## config.mk

```make
export PLATFORM = sky130hd
export DESIGN_NAME = load_store_unit
export DESIGN_NICKNAME = d
export VERILOG_FILES = /design/src/rtl/load_store_unit.sv
export SDC_FILE = /design/constraint.sdc
export NUM_CORES = 1
export LEC_CHECK = 0
export ABC_AREA = 1
export CAP_MARGIN = 10
export CORE_ASPECT_RATIO = 0.7
export CORE_MARGIN = 5
export CORE_UTILIZATION = 53
export CTS_CLUSTER_DIAMETER = 50
export DETAILED_ROUTE_END_ITERATION = 8
export GPL_ROUTABILITY_DRIVEN = 0
export PLACE_DENSITY = 0.87
export SYNTH_ARGS = -nofsm -noshare
export SYNTH_HDL_FRONTEND = slang
export SYNTH_SLANG_ARGS = --single-unit
```

## constraint.sdc

```tcl
create_clock -name clk -period 2.8 [get_ports clk]
set_input_delay 0.28 -clock clk [delete_from_list [all_inputs] [get_ports clk]]
set_output_delay 0.28 -clock clk [all_outputs]
set_load 0.05 [all_outputs]
```

## src/rtl/load_store_unit.sv

```systemverilog
// -----------------------------------------------------------------------------
// load_store_unit
//
// Initiator side of a single-cycle, word-only data memory. The core hands over
// one byte/half/word load or store per valid/ready handshake. The LSU drives a
// word address, write data and a write strobe into the memory and samples the
// memory's combinational read data. Sub-word stores are done as
// read-modify-write: read the word, replace one lane, write the word back.
//
// Handshake: a request transfers on the rising clk edge where
// req_valid && req_ready. req_ready is high only in IDLE, so at most one
// request is in flight. The response is a single-cycle rsp_valid pulse with
// no backpressure. rsp_rdata and rsp_error are meaningful only while
// rsp_valid is high.
//
// Optional feature macro: ALIGN_CHECK_EN
//   defined   : a misaligned half (addr[0]=1) or word (addr[1:0]!=0) faults.
//               There is no memory access, rsp_error=1, rsp_rdata=0, and the
//               response comes one cycle after accept.
//   undefined : no faults. The low address bits are ignored, so the access is
//               rounded down to the containing half/word. rsp_error is tied 0.
//
// Ports
//   clk, reset          clock (rising edge); asynchronous active-low reset
//   req_valid/ready     request handshake
//   req_write           1 = store, 0 = load
//   req_size            00 byte, 01 half, 10/11 word
//   req_signed          sign-extend sub-word loads
//   req_addr            byte address
//   req_wdata           right-aligned store data
//   rsp_valid           one-cycle completion pulse
//   rsp_rdata           load result (0 for stores and faults)
//   rsp_error           misalignment fault
//   Data_Address        word address to memory ({addr[31:2],2'b00}), 0 when idle
//   Write_Data          word to memory
//   Write_Enable        memory write strobe, committed at rising clk
//   Data_RD             memory read data, combinational from Data_Address
//   dbg_state           current FSM state (0 IDLE, 1 READ, 2 WRITE, 3 RESP)
// -----------------------------------------------------------------------------
module load_store_unit #(
  parameter int data_width = 32
) (
  input  logic                  clk,
  input  logic                  reset,
  input  logic                  req_valid,
  output logic                  req_ready,
  input  logic                  req_write,
  input  logic [1:0]            req_size,
  input  logic                  req_signed,
  input  logic [data_width-1:0] req_addr,
  input  logic [data_width-1:0] req_wdata,
  output logic                  rsp_valid,
  output logic [data_width-1:0] rsp_rdata,
  output logic                  rsp_error,
  output logic [data_width-1:0] Data_Address,
  output logic [data_width-1:0] Write_Data,
  output logic                  Write_Enable,
  input  logic [data_width-1:0] Data_RD,
  output logic [1:0]            dbg_state
);

  typedef enum logic [1:0] {
    IDLE  = 2'd0,
    READ  = 2'd1,
    WRITE = 2'd2,
    RESP  = 2'd3
  } state_t;

  state_t state, state_next;

  // Request fields latched at the handshake edge.
  logic                  write_q;
  logic [1:0]            size_q;
  logic                  signed_q;
  logic [data_width-1:0] addr_q;
  logic [data_width-1:0] wdata_q;

  // Word captured in READ. A sub-word store merges its new lane into it.
  logic [data_width-1:0] rd_word_q;
  logic [data_width-1:0] rdata_q;

  logic                  accept;
  logic                  req_is_word;
  logic                  fault;
  logic [data_width-1:0] byte_shift;
  logic [data_width-1:0] half_shift;
  logic [data_width-1:0] load_result;
  logic [data_width-1:0] merged_word;

  assign accept      = req_valid && (state == IDLE);
  // Size 11 is treated as a word access.
  assign req_is_word = req_size[1];

`ifdef ALIGN_CHECK_EN
  logic error_q;

  always_comb begin
    fault = 1'b0;
    if (req_size == 2'b01) begin
      fault = req_addr[0];
    end else if (req_is_word) begin
      fault = (req_addr[1:0] != 2'b00);
    end
  end

  always_ff @(posedge clk or negedge reset) begin
    if (!reset) begin
      error_q <= 1'b0;
    end else if (accept) begin
      error_q <= fault;
    end
  end

  assign rsp_error = error_q;
`else
  assign fault     = 1'b0;
  assign rsp_error = 1'b0;
`endif

  // ---------------------------------------------------------------------------
  // State register
  // ---------------------------------------------------------------------------
  always_ff @(posedge clk or negedge reset) begin
    if (!reset) begin
      state <= IDLE;
    end else begin
      state <= state_next;
    end
  end

  always_comb begin
    state_next = state;
    case (state)
      IDLE: begin
        if (accept) begin
          if (fault) begin
            state_next = RESP;
          end else if (req_write && req_is_word) begin
            // A whole-word store needs no read-back.
            state_next = WRITE;
          end else begin
            // Loads, and sub-word stores that must read the word first.
            state_next = READ;
          end
        end
      end
      READ:    state_next = write_q ? WRITE : RESP;
      WRITE:   state_next = RESP;
      RESP:    state_next = IDLE;
      default: state_next = IDLE;
    endcase
  end

  // ---------------------------------------------------------------------------
  // Latched request and result registers
  // ---------------------------------------------------------------------------
  always_ff @(posedge clk or negedge reset) begin
    if (!reset) begin
      write_q   <= 1'b0;
      size_q    <= 2'b00;
      signed_q  <= 1'b0;
      addr_q    <= '0;
      wdata_q   <= '0;
      rd_word_q <= '0;
      rdata_q   <= '0;
    end else begin
      if (accept) begin
        write_q  <= req_write;
        size_q   <= req_size;
        signed_q <= req_signed;
        addr_q   <= req_addr;
        wdata_q  <= req_wdata;
        // Stores and faults respond with zero data.
        rdata_q  <= '0;
      end
      if (state == READ) begin
        rd_word_q <= Data_RD;
        if (!write_q) begin
          rdata_q <= load_result;
        end
      end
    end
  end

  // ---------------------------------------------------------------------------
  // Lane extraction for loads (little-endian lanes)
  // ---------------------------------------------------------------------------
  assign byte_shift = Data_RD >> {addr_q[1:0], 3'b000};
  assign half_shift = Data_RD >> {addr_q[1], 4'b0000};

  always_comb begin
    load_result = Data_RD;
    case (size_q)
      2'b00: begin
        if (signed_q) begin
          load_result = {{(data_width-8){byte_shift[7]}}, byte_shift[7:0]};
        end else begin
          load_result = {{(data_width-8){1'b0}}, byte_shift[7:0]};
        end
      end
      2'b01: begin
        if (signed_q) begin
          load_result = {{(data_width-16){half_shift[15]}}, half_shift[15:0]};
        end else begin
          load_result = {{(data_width-16){1'b0}}, half_shift[15:0]};
        end
      end
      default: load_result = Data_RD;
    endcase
  end

  // ---------------------------------------------------------------------------
  // Lane merge for sub-word stores
  // ---------------------------------------------------------------------------
  always_comb begin
    merged_word = rd_word_q;
    case (size_q)
      2'b00:   merged_word[{addr_q[1:0], 3'b000} +: 8] = wdata_q[7:0];
      2'b01:   merged_word[{addr_q[1], 4'b0000} +: 16] = wdata_q[15:0];
      default: merged_word = wdata_q;
    endcase
  end

  // ---------------------------------------------------------------------------
  // Memory-side outputs are decoded from state. Because they are not separate
  // registers, an asynchronous reset in WRITE drops Write_Enable immediately
  // and the store is never committed.
  // ---------------------------------------------------------------------------
  always_comb begin
    Data_Address = '0;
    Write_Data   = '0;
    Write_Enable = 1'b0;
    case (state)
      READ: begin
        Data_Address = {addr_q[data_width-1:2], 2'b00};
      end
      WRITE: begin
        Data_Address = {addr_q[data_width-1:2], 2'b00};
        Write_Data   = merged_word;
        Write_Enable = 1'b1;
      end
      default: begin
        Data_Address = '0;
      end
    endcase
  end

  assign req_ready = (state == IDLE);
  assign rsp_valid = (state == RESP);
  assign rsp_rdata = rdata_q;
  assign dbg_state = state;

endmodule

```

# Word level (Yosys, flattened, before mapping)
# Cells that the tools add are included.
# Widths: inputs -> output; s select.
# op_classes
muxes,16
n_addsub,2
n_eq_ne,5
n_reduce_logical,5
shift,6
# op_table
operator,n
$mux 32,7
$pmux 32 s2,2
$bwmux 32,2
$shift 16x7->32 const A,1
$shift 8x7->32 const A,1
$shiftx 16x7->32,1
$shiftx 8x7->32,1
$shr 32x5->16,1
$shr 32x5->8,1
$neg 5->7,2
$pmux 2 s4,1
$eq 2x1->1 const B,2
$eq 2x2->1 const B,2
$logic_not 2->1,2
$mux 2,2
$logic_and 1x1->1,2
$mux 1,2
$ne 2x1->1 const B,1
$reduce_or 2->1,1
# totals
register_bits,134
word_cells,42

# Logic depth before layout (Yosys ltp)
# logic_depth
depth_word,5
mapped_depth,10

# Worst setup path after synthesis
# No wires, ideal clock.
# synth_path
kind,register -> output
from,"register state[1], in the netlist dbg_state[1]"
to,output port Write_Data[2]
slack_ps,57
arrival_ps,2463
n_path_buf,1
stages_incl_launch_ff,7
cell_sequence,dfrtp_1 -> ha_1 -> inv_1 -> buf_1 -> a21oi_1 -> o21ai_0 -> nor2_1
# synth_between
elab_chain_len,2
# synth_rtl
item,line_no,rtl
"start, declared",69,"state_t state, state_next;"
"start signal, assigned",127,state <= state_next;
$eq 2x2->1,233,case (state)
$mux 32,233,
"end, declared",56,"output logic [data_width-1:0] Write_Data,"
# Every way passes these cells.

# Final worst setup path
# layout_path
from,register addr_q[0]
to,output port Write_Data[26]
# layout_between
elab_chain_len,5
# layout_rtl
item,line_no,rtl
"start, declared",75,logic [data_width-1:0] addr_q;
"start signal, assigned",171,addr_q <= req_addr;
$neg 5->7 *,218,"2'b00: merged_word[{addr_q[1:0], 3'b000} +: 8] = wdata_q[7:0];"
$shiftx 8x7->32 or $shift 8x7->32 (tied branches),218,
$bwmux 32 *,218,
$pmux 32 s2 *,217,case (size_q)
$mux 32 *,233,
# Mark *: on every way between the ends. The rest lies on a longest branch, timed or not.

==> flow_summary.ini <==
[outcome]
outcome = completed

[hold_path]
holdPathEnd = addr_q[7]$_DFFE_PN0P_
hp-start = req_addr[7]
hp-class = input port to register
whs_path_depth = 3

[setup_path]
r2r-end = dbg_state[1]$_DFFE_PN0P_
crit_buf_inv = 2
worstRegToRegCells = 8
cp-end-kind = output port
path_delay_family = compound AO/OA/AOI/OAI gates
critPathMaxStageDelay_ns = 0.39
worstSetupPathType = register to output port
path_common_cell = nand2_1
cp_cell_sequence = inv_2 > ha_2 > nor2_1 > nand2_1 > o22ai_1 > nand2_1 > a21oi_1 > buf_12
required_ns = 2.52
slowest_stage = dfrtp_1
reg2reg_slack_ns = 0.65
cp_max_fo = 8
cp-start-kind = register
r2r_start = dbg_state[1]$_DFFE_PN0P_
critical_path_arrival_ns = 2.48

[sta]
setup_viol = 0
slew_headroom = 0.5897
fin_ws_ns = 0.03788
hold_viol_final = 0
fmax_mhz = 362.0
period_share = 0.9865
tightest_slew_ns = 0.6155
finalClockSkew_ns = 0.009520
slew_viol_final = 0
period_needed_ns = 2.762

[detailed_routing]
drc = 0
routedWlPerCell_um = 18.02
wirelength_um = 26150
antenna_left = 0
dr.pass1.iters = 7
vias_per_cell = 5.606
vias = 8135
drt_iter0_markers = 1300

[cts]
cts.sinks = 134
htreeDepth = 4
cts_buffers = 17
clk_latency_ns = 0.42
path_clk_slew_ns = 0.07
clockBufferDepth = 2
cts_root_buf = clkbuf_16
tritoncts = built

[finish]
nNetsFinal = 1360
final_cell_mix = nand2_1, clkdlybuf4s50_1, dfrtp_1
drive_above_1_share = 0.1253
final_common_cell = nand2_1
area_growth_pct = 41.71
num_antenna_cells = 0
final_area_um2 = 10530

[floorplanning]
fp.dieArea_um2 = 16520
fp.dieH_um = 109.0
initial_utilization = 0.5371
die-width_um = 151.5
fp-row-count = 36
core_area_um2 = 13830
io_pins = 205

[place]
dpl.hpwl_um = 18650
post-place-ws_ns = 0.3496
numPortBuffers = 201
dpl_cell_area_um2 = 9824

[synth]
ys_seq_area_frac = 0.4515
synthXorXnorAreaFrac = 0
synth_mux_area_frac = 0
ys_warn_count = 0
synth_top_family_by_area = simple AND/OR/NAND/NOR gates
synth_compound_area_frac = 0.1456
netlist_instances = 1061
yosys.area_share.simple = 0.2906
ys_async_sr_fraction = 1.000
syn_avg_cell_area_um2 = 7.000
synth_seq_cells = 134
synthDistinctLibCells = 26
synthAdderAreaFrac = 0.01516
synth_ff_type = dfrtp_1
synth_area_um2 = 7427
synth-edff-count = 0

[grt]
grtUsageTotal = 0.3106
grt_start_max_net_pins = 65
grt_pass1_vias = 7399
grt_pass1_wl_um = 39630
grt_overflow = 0
antenna_found_initial = 0

[pwr]
vdd_drop_max_v = 0.0007646
powerDensity_nw_per_um2 = 1475
p_leak_nw = 5.339

[run]
cap_violations = 0
-- what timing repair did --
action,in CTS,in global routing
resized for setup,4,12
hold buffers,1,0
hold endpoints to repair,60,0
cloned,0,1
setup buffers,0,4
setup endpoints to repair,18,32
-- area by class of cell --
class,instances,area (um2)
fillers,978,3303
multi-input cells,754,3395
repair inverters,1,5.005
clock inverters,14,165.2
inverters,113,436.7
flip-flops and latches,134,3353
well taps,190,237.7
repair buffers,227,2494
clock buffers,18,439.2
-- registers in the layout, indices dropped and copies added (netlist names) --
name,count
addr_q,32
dbg_state,2
rd_word_q,32
rsp_rdata,32
signed_q,1
size_q,2
wdata_q,32
write_q,1
-- where the power goes --
| part | total (mW) | switching (mW) | internal (mW) | leakage, nW |
|---|---|---|---|---|
| sequential | 3.47 | 0.613 | 2.86 | 1.68 |
| clock | 2.29 | 0.932 | 1.36 | 0.291 |
| combinational | 9.76 | 6.55 | 3.21 | 3.37 |
| total | 15.5 | 8.09 | 7.43 | 5.34 |
-- metrics by stage --
| step | util | setup TNS, ns | total power [mW] | std cells | hold slack (ns) |
|---|---|---|---|---|---|
| global route | 0.7611 | -0.004069 | 16.33 | 1451 | 0.3955 |
| detailed placement | 0.7105 | 0 | 12.83 | 1413 | 0.2990 |
| CTS | 0.7560 | 0 | 15.22 | 1446 | 0.3819 |
| finish | 0.7611 | 0 | 15.52 | 1451 | 0.3842 |
| floorplan | - | 0 | 9.486 | 1063 | -0.01559 |
| global placement | 0.7105 | 0 | 12.62 | 1413 | 0.2965 |
-- cell usage after synthesis, types with 10 or more instances --
| library cell | instances | area [um2] |
|---|---|---|
| buf_2 | 19 | 95.09 |
| clkbuf_1 | 28 | 105.1 |
| dfrtp_1 | 134 | 3353 |
| inv_1 | 109 | 409.1 |
| a21oi_2 | 10 | 87.58 |
| nand2_1 | 432 | 1622 |
| nand3_1 | 32 | 160.2 |
| nor2_1 | 57 | 214.0 |
| a21oi_1 | 73 | 365.4 |
| o21ai_0 | 95 | 475.5 |
| o22ai_1 | 16 | 100.1 |
-- worst max path at each step --
stage / slack [ns] / depth (start not counted) / startpoint / end
2_1_floorplan: 0.06 / 6 / dbg_state[1]$_DFFE_PN0P_ / Write_Data[2]
3_3_place_gp: 0.43 / 9 / addr_q[0]$_DFFE_PN0P_ / Write_Data[21]
3_5_place_dp: 0.35 / 9 / addr_q[0]$_DFFE_PN0P_ / Write_Data[21]
4_1_cts: 0.02 / 7 / addr_q[0]$_DFFE_PN0P_ / Write_Data[1]
5_1_grt: -0.002 / 9 / size_q[1]$_DFFE_PN0P_ / Write_Data[1]
6_report: 0.04 / 8 / addr_q[0]$_DFFE_PN0P_ / Write_Data[26]
-- logic make-up after synthesis --
logic type               after synthesis
AND/OR/NAND/NOR                      541
buffers and inverters                175
flip-flops                           134
other                                  1
adder cells (fa/ha/maj)                9
AO/OA/AOI/OAI                        201
-- worst reg2reg max path, stage by stage (launching register included) --
cell and delay (ns):
dfrtp_1 0.42, inv_1 0.15, ha_1 0.25, nand2_2 0.34
buf_4 0.37, a21oi_1 0.24, inv_1 0.10, o21ai_0 0.10
a21oi_1 0.06
-- layer usage --
metal,vias up,share of wire,track usage
met3,114,0.13,0.08309
li1,3696,-,-
met4,0,0.040,0.1122
met5,-,0,0
met2,627,0.43,0.4545
met1,3698,0.40,0.4451
Note: power is estimated with default switching activity, not from simulation.
==> variant 1, RTL diff (same flow settings) <==
Build with the macro `ALIGN_CHECK_EN` defined.
--- a/src/rtl/load_store_unit.sv
+++ b/src/rtl/load_store_unit.sv
@@ -37,6 +37,8 @@
 //   Data_RD             memory read data, combinational from Data_Address
 //   dbg_state           current FSM state (0 IDLE, 1 READ, 2 WRITE, 3 RESP)
 // -----------------------------------------------------------------------------
+`define ALIGN_CHECK_EN
+
 module load_store_unit #(
   parameter int data_width = 32
 ) (
Function: changed (Yosys sat finds a counterexample within 4 cycles, from zero or initial values and one cycle with reset low).
==> variant 1 against the original RTL <==
  * The run now ends with setup timing left
  * Core utilization about the same
  * Largest cell class unchanged
  * Clock power increased by 9.2%
  * Sequential cell count increased by 1
  * Count of clock-buffer cells in the layout increased by 1
  * Final area increased by 0.32%
  * Synthesized cell count increased by 0.28%
  * Setup slack got worse by 61 ps
  * Final cell count decreased by 0.62%
  * Wire length decreased by 1.3%
  * Via count decreased by 2.6%
  * Total power decreased by 1.1%
  * Synthesized area increased by 0.72%
==> variant 1: results (changes against the original RTL) <==
| Metric | Value |
|---|---|
| Buffers outside the clock class | 219 (was 227) |
| M1 GR Usage | 0.417 (was 0.445) |
| M1 WL | 10.5 mm (was 10.4 mm) |
| Max layer used | met5 (was met4) |
| Tot GR Track Use | 0.308 (was 0.311) |
| IO buf count | 202 (was 201) |
| Clk_buf instances | 19 (was 18) |
| Storage cell area | 3380 um^2 (was 3350 um^2) |
| Pin count of the biggest net entering global routing | 95 (was 65) |
| CP Data Arrival Time | 2540 ps (was 2480 ps) |
| Layout Nets | 1352 (was 1360) |
| Avg WL per Cell | 17.9 um (was 18.0 um) |
| CP max stage cell | inv_1 (was dfrtp_1) |
| Grt met3 use | 0.106 (was 0.0831) |
| Reg clk slew, reported paths | 60 ps |
| Met2 Use GR | 0.467 (was 0.455) |
| Outcome | complete, but fails checks (was complete, no violations) |
| #MultiIn Comb | 755 (was 754) |
| Failing checks | setup timing |
| Invs w/o clock | 112 (was 114) |
| Clock network power | 0.00250 W (was 0.00229 W) |
| Total number of vias | 7921 (was 8135) |
| HPWL Detailed | 18.2 mm (was 18.7 mm) |
| Final worst setup slack | -23.5 ps (was 37.9 ps) |
| Crit-path max cell delay | 450 ps (was 390 ps) |
| Part of the Yosys area used for sequential elements | 0.452 (was 0.451) |
| First-pass GRT wire length | 40.7 mm (was 39.6 mm) |
| # clock sinks | 135 (was 134) |
| Post-Syn Instances | 1064 (was 1061) |
| Antenna violations before repair | 1 (was 0) |
| Rel. slew slack | 0.285 (was 0.590) |
| Synth cell types | 30 (was 26) |
| Peak supply drop | 1.07 mV (was 0.765 mV) |
| # fillers | 1034 (was 978) |
| DR WL met3 | 3.42 mm (was 3.45 mm) |
| Synth area leaders | dfrtp_1 45%, nand2_1 22%, o21ai_0 5.9% (was dfrtp_1 45%, nand2_1 22%, o21ai_0 6.4%) |
| Clock-cell share | 0.0619 (was 0.0574) |
| Pwr dens | 1450 nW/um^2 (was 1470 nW/um^2) |
| Commonest cells in the netlist | 446 x nand2_1, 135 x dfrtp_1, 105 x inv_1, 88 x o21ai_0, 82 x a21oi_1 (was 432 x nand2_1, 134 x dfrtp_1, 109 x inv_1, 95 x o21ai_0, 73 x a21oi_1) |
| Post-cts sizing count | 3 (was 4) |
| Via-per-instance ratio | 5.49 (was 5.61) |
| Routed wl met2 | 11.2 mm (was 11.3 mm) |
| Crit path max-delay family | buffers and inverters (was compound AO/OA/AOI/OAI gates) |
| Comb group | 0.00931 W (was 0.00976 W) |
| Clock Tree Buf Depth | 2 (unchanged) |
| Multi-input gate area | 3430 um^2 (was 3390 um^2) |
| Pleak | 5.35 nW (was 5.34 nW) |
| Int Pwr | 0.00750 W (was 0.00743 W) |
| Number of global-route vias before repair | 7777 (was 7399) |
| Final setup fails | 2 (was 0) |
| Worst-path fanout max | 32 (was 8) |
| HP Class | primary input to asynchronous set/reset pin (was primary input to flip-flop) |
| Share of cells above drive strength 1 | 0.118 (was 0.125) |
==> variant 1: changes by cell type after synthesis, sizes merged, moves of 2 or more <==
| cell | delta |
|---|---|
| nand2 | +14 |
| buf | -2 |
| a22oi | +2 |
| inv | -2 |
| nor2 | -22 |
| clkbuf | +3 |
| o21ai | -4 |
| a21oi | +9 |
==> variant 1: logic make-up (layout without fill, tap and decap cells) <==
| group | count (synthesis) | in the layout | share of synthesized area |
|---|---|---|---|
| compound gates | 210 | 210 | 0.152 |
| other cells | 1 | 2 | 0.000501 |
| simple gates | 534 | 534 | 0.286 |
| flops | 135 | 135 | 0.452 |
| buf+inv | 175 | 362 | 0.0945 |
| fa+ha+maj | 9 | 9 | 0.0151 |
==> variant 1: final timing paths <==
| kind | startpoint | end | slack (ps) |
|---|---|---|---|
| min in group clk | req_addr[13] | addr_q[13]$_DFFE_PN0P_ | 380 |
| max in group asynchronous | reset | rsp_rdata[7]$_DFF_PN0_ | 1620 |
| min reg2reg | addr_q[26]$_DFFE_PN0P_ | addr_q[26]$_DFFE_PN0P_ | 480 |
| max reg2reg | dbg_state[0]$_DFFE_PN0P_ | rsp_rdata[19]$_DFF_PN0_ | 650 |
| max | dbg_state[0]$_DFFE_PN0P_ | Write_Data[0] | -20 |
| min | reset | wdata_q[20]$_DFFE_PN0P_ | 350 |
==> variant 1: per-stage QoR <==
step / setup WS (ps) / area [um^2] / hold slack (ps)
global route: -149 / 10600 / 396
finish: -23.5 / 10600 / 355
detailed placement: 356 / 9840 / 233
global placement: 479 / 9840 / 232
floorplan: 38.8 / 7490 / -15.6
CTS: 10.6 / 10500 / 370
==> variant 1: worst register-to-register path: stages (launching register included) <==
cell and delay, ps:
dfrtp_1 430, inv_1 90, ha_1 240, nand2_2 80, buf_4 730, nand2_1 200
nand2_1 130, inv_1 50, a21oi_1 110
==> variant 2, RTL diff (same flow settings) <==
Without the edit above. Put one more register stage on the output `dbg_state`, cleared by the reset. The value now appears one clock later. The other outputs are not delayed to match.
--- a/src/rtl/load_store_unit.sv
+++ b/src/rtl/load_store_unit.sv
@@ -248,7 +248,13 @@
   assign req_ready = (state == IDLE);
   assign rsp_valid = (state == RESP);
   assign rsp_rdata = rdata_q;
-  assign dbg_state = state;
+  always_ff @(posedge clk or negedge reset) begin
+    if (!reset) begin
+      dbg_state <= '0;
+    end else begin
+      dbg_state <= state;
+    end
+  end
 
 endmodule
 
Formal check against the unedited RTL: not equivalent (a bounded check fails within 4 cycles, from zero or initial values and one cycle with reset low).
==> variant 2 against the original RTL <==
  * The run now ends with DRC left
  * Sequential cell count rose by 2
  * Synthesized area rose by 1.0%
  * Final area down 0.17%
  * First-iteration DRC count is 5.6% lower
  * Wire length decreased by 3.8%
  * Critical path depth is 1 higher
  * Die area up 0.95%
  * Total power down 1.0%
  * Sequential share of layout area rose by 0.54 points
  * Setup slack better by 76 ps
  * Critical path type unchanged
  * Largest power group unchanged
==> variant 2: results (changes against the original RTL) <==
| Metric | Value |
|---|---|
| Routed wl met2 | 10.9 mm (was 11.3 mm) |
| Drc violations | 11 (was 0) |
| Synth cell types | 29 (was 26) |
| DR WL met3 | 3.19 mm (was 3.45 mm) |
| Design area | 10500 um^2 (about the same) |
| Layout Nets | 1347 (was 1360) |
| H-tree lvl count | 4 (unchanged) |
| Worst Tran Pin Value | 889 ps (was 615 ps) |
| Worst-path fanout max | 9 (was 8) |
| Cell area after placement | 9880 um^2 (was 9820 um^2) |
| Share of cells above drive strength 1 | 0.126 (was 0.125) |
| Met2 Use GR | 0.452 (was 0.455) |
| Tot GR Track Use | 0.299 (was 0.311) |
| R2R Path Start | state[0]$_DFFE_PN0P_ (was dbg_state[1]$_DFFE_PN0P_) |
| Most used cell, CP | inv_1 (was nand2_1) |
| HP Start | req_wdata[5] (was req_addr[7]) |
| Number of global-route vias before repair | 7443 (was 7399) |
| Comb group | 0.00960 W (was 0.00976 W) |
| Post-Syn Instances | 1055 (was 1061) |
| Placed cells | 1404 (was 1413) |
| Overall power consumption | 0.0154 W (was 0.0155 W) |
| Via-per-instance ratio | 5.54 (was 5.61) |
| Synthesized-area fraction occupied by adder cells | 0.0150 (was 0.0152) |
| P_seq | 0.00362 W (was 0.00347 W) |
| HPWL Detailed | 18.1 mm (was 18.7 mm) |
| Antenna violations before repair | 1 (was 0) |
| Synth Area in Compound Gates | 0.151 (was 0.146) |
| Commonest cells in the netlist | 444 x nand2_1, 136 x dfrtp_1, 101 x inv_1, 88 x a21oi_1, 81 x o21ai_0 (was 432 x nand2_1, 134 x dfrtp_1, 109 x inv_1, 95 x o21ai_0, 73 x a21oi_1) |
| Pleak | 5.29 nW (was 5.34 nW) |
| Synth area leaders | dfrtp_1 45%, nand2_1 22%, a21oi_1 5.9% (was dfrtp_1 45%, nand2_1 22%, o21ai_0 6.4%) |
| Grt met3 use | 0.0936 (was 0.0831) |
| M1 WL | 10.3 mm (was 10.4 mm) |
| # fillers | 1030 (was 978) |
| Placement Setup Slack | 347 ps (was 350 ps) |
| M1 GR Usage | 0.413 (was 0.445) |
| Max layer used | met5 (was met4) |
| Crit-path max cell delay | 370 ps (was 390 ps) |
| Pin count of the biggest net entering global routing | 71 (was 65) |
| Int Pwr | 0.00725 W (was 0.00743 W) |
| Failing checks | DRC |
| CP Data Arrival Time | 2410 ps (was 2480 ps) |
| Part of the Yosys area used for sequential elements | 0.454 (was 0.451) |
| Outcome | complete, but fails checks (was complete, no violations) |
## variant 2: final timing paths
| path | endpoint | slack [ps] | cells past startpoint |
|---|---|---|---|
| max reg2reg | addr_q[15]$_DFFE_PN0P_ | 740 | 7 |
| max in group asynchronous | rsp_rdata[18]$_DFF_PN0_ | 1640 | 3 |
| min | wdata_q[5]$_DFFE_PN0P_ | 390 | 3 |
| min reg2reg | dbg_state[1]$_DFF_PN0_ | 450 | 0 |
| min in group asynchronous | rd_word_q[13]$_DFFE_PN0N_ | 420 | 2 |
| max | Write_Data[10] | 110 | 9 |
## variant 2: layout make-up
class | count | area share
Tap cell | 190 | 0.0226
Sequential cell | 136 | 0.324
Multi-Input combinational cell | 750 | 0.327
Clock inverter | 14 | 0.0124
Timing Repair Buffer | 223 | 0.234
Clock buffer | 18 | 0.0408
Inverter | 107 | 0.0395
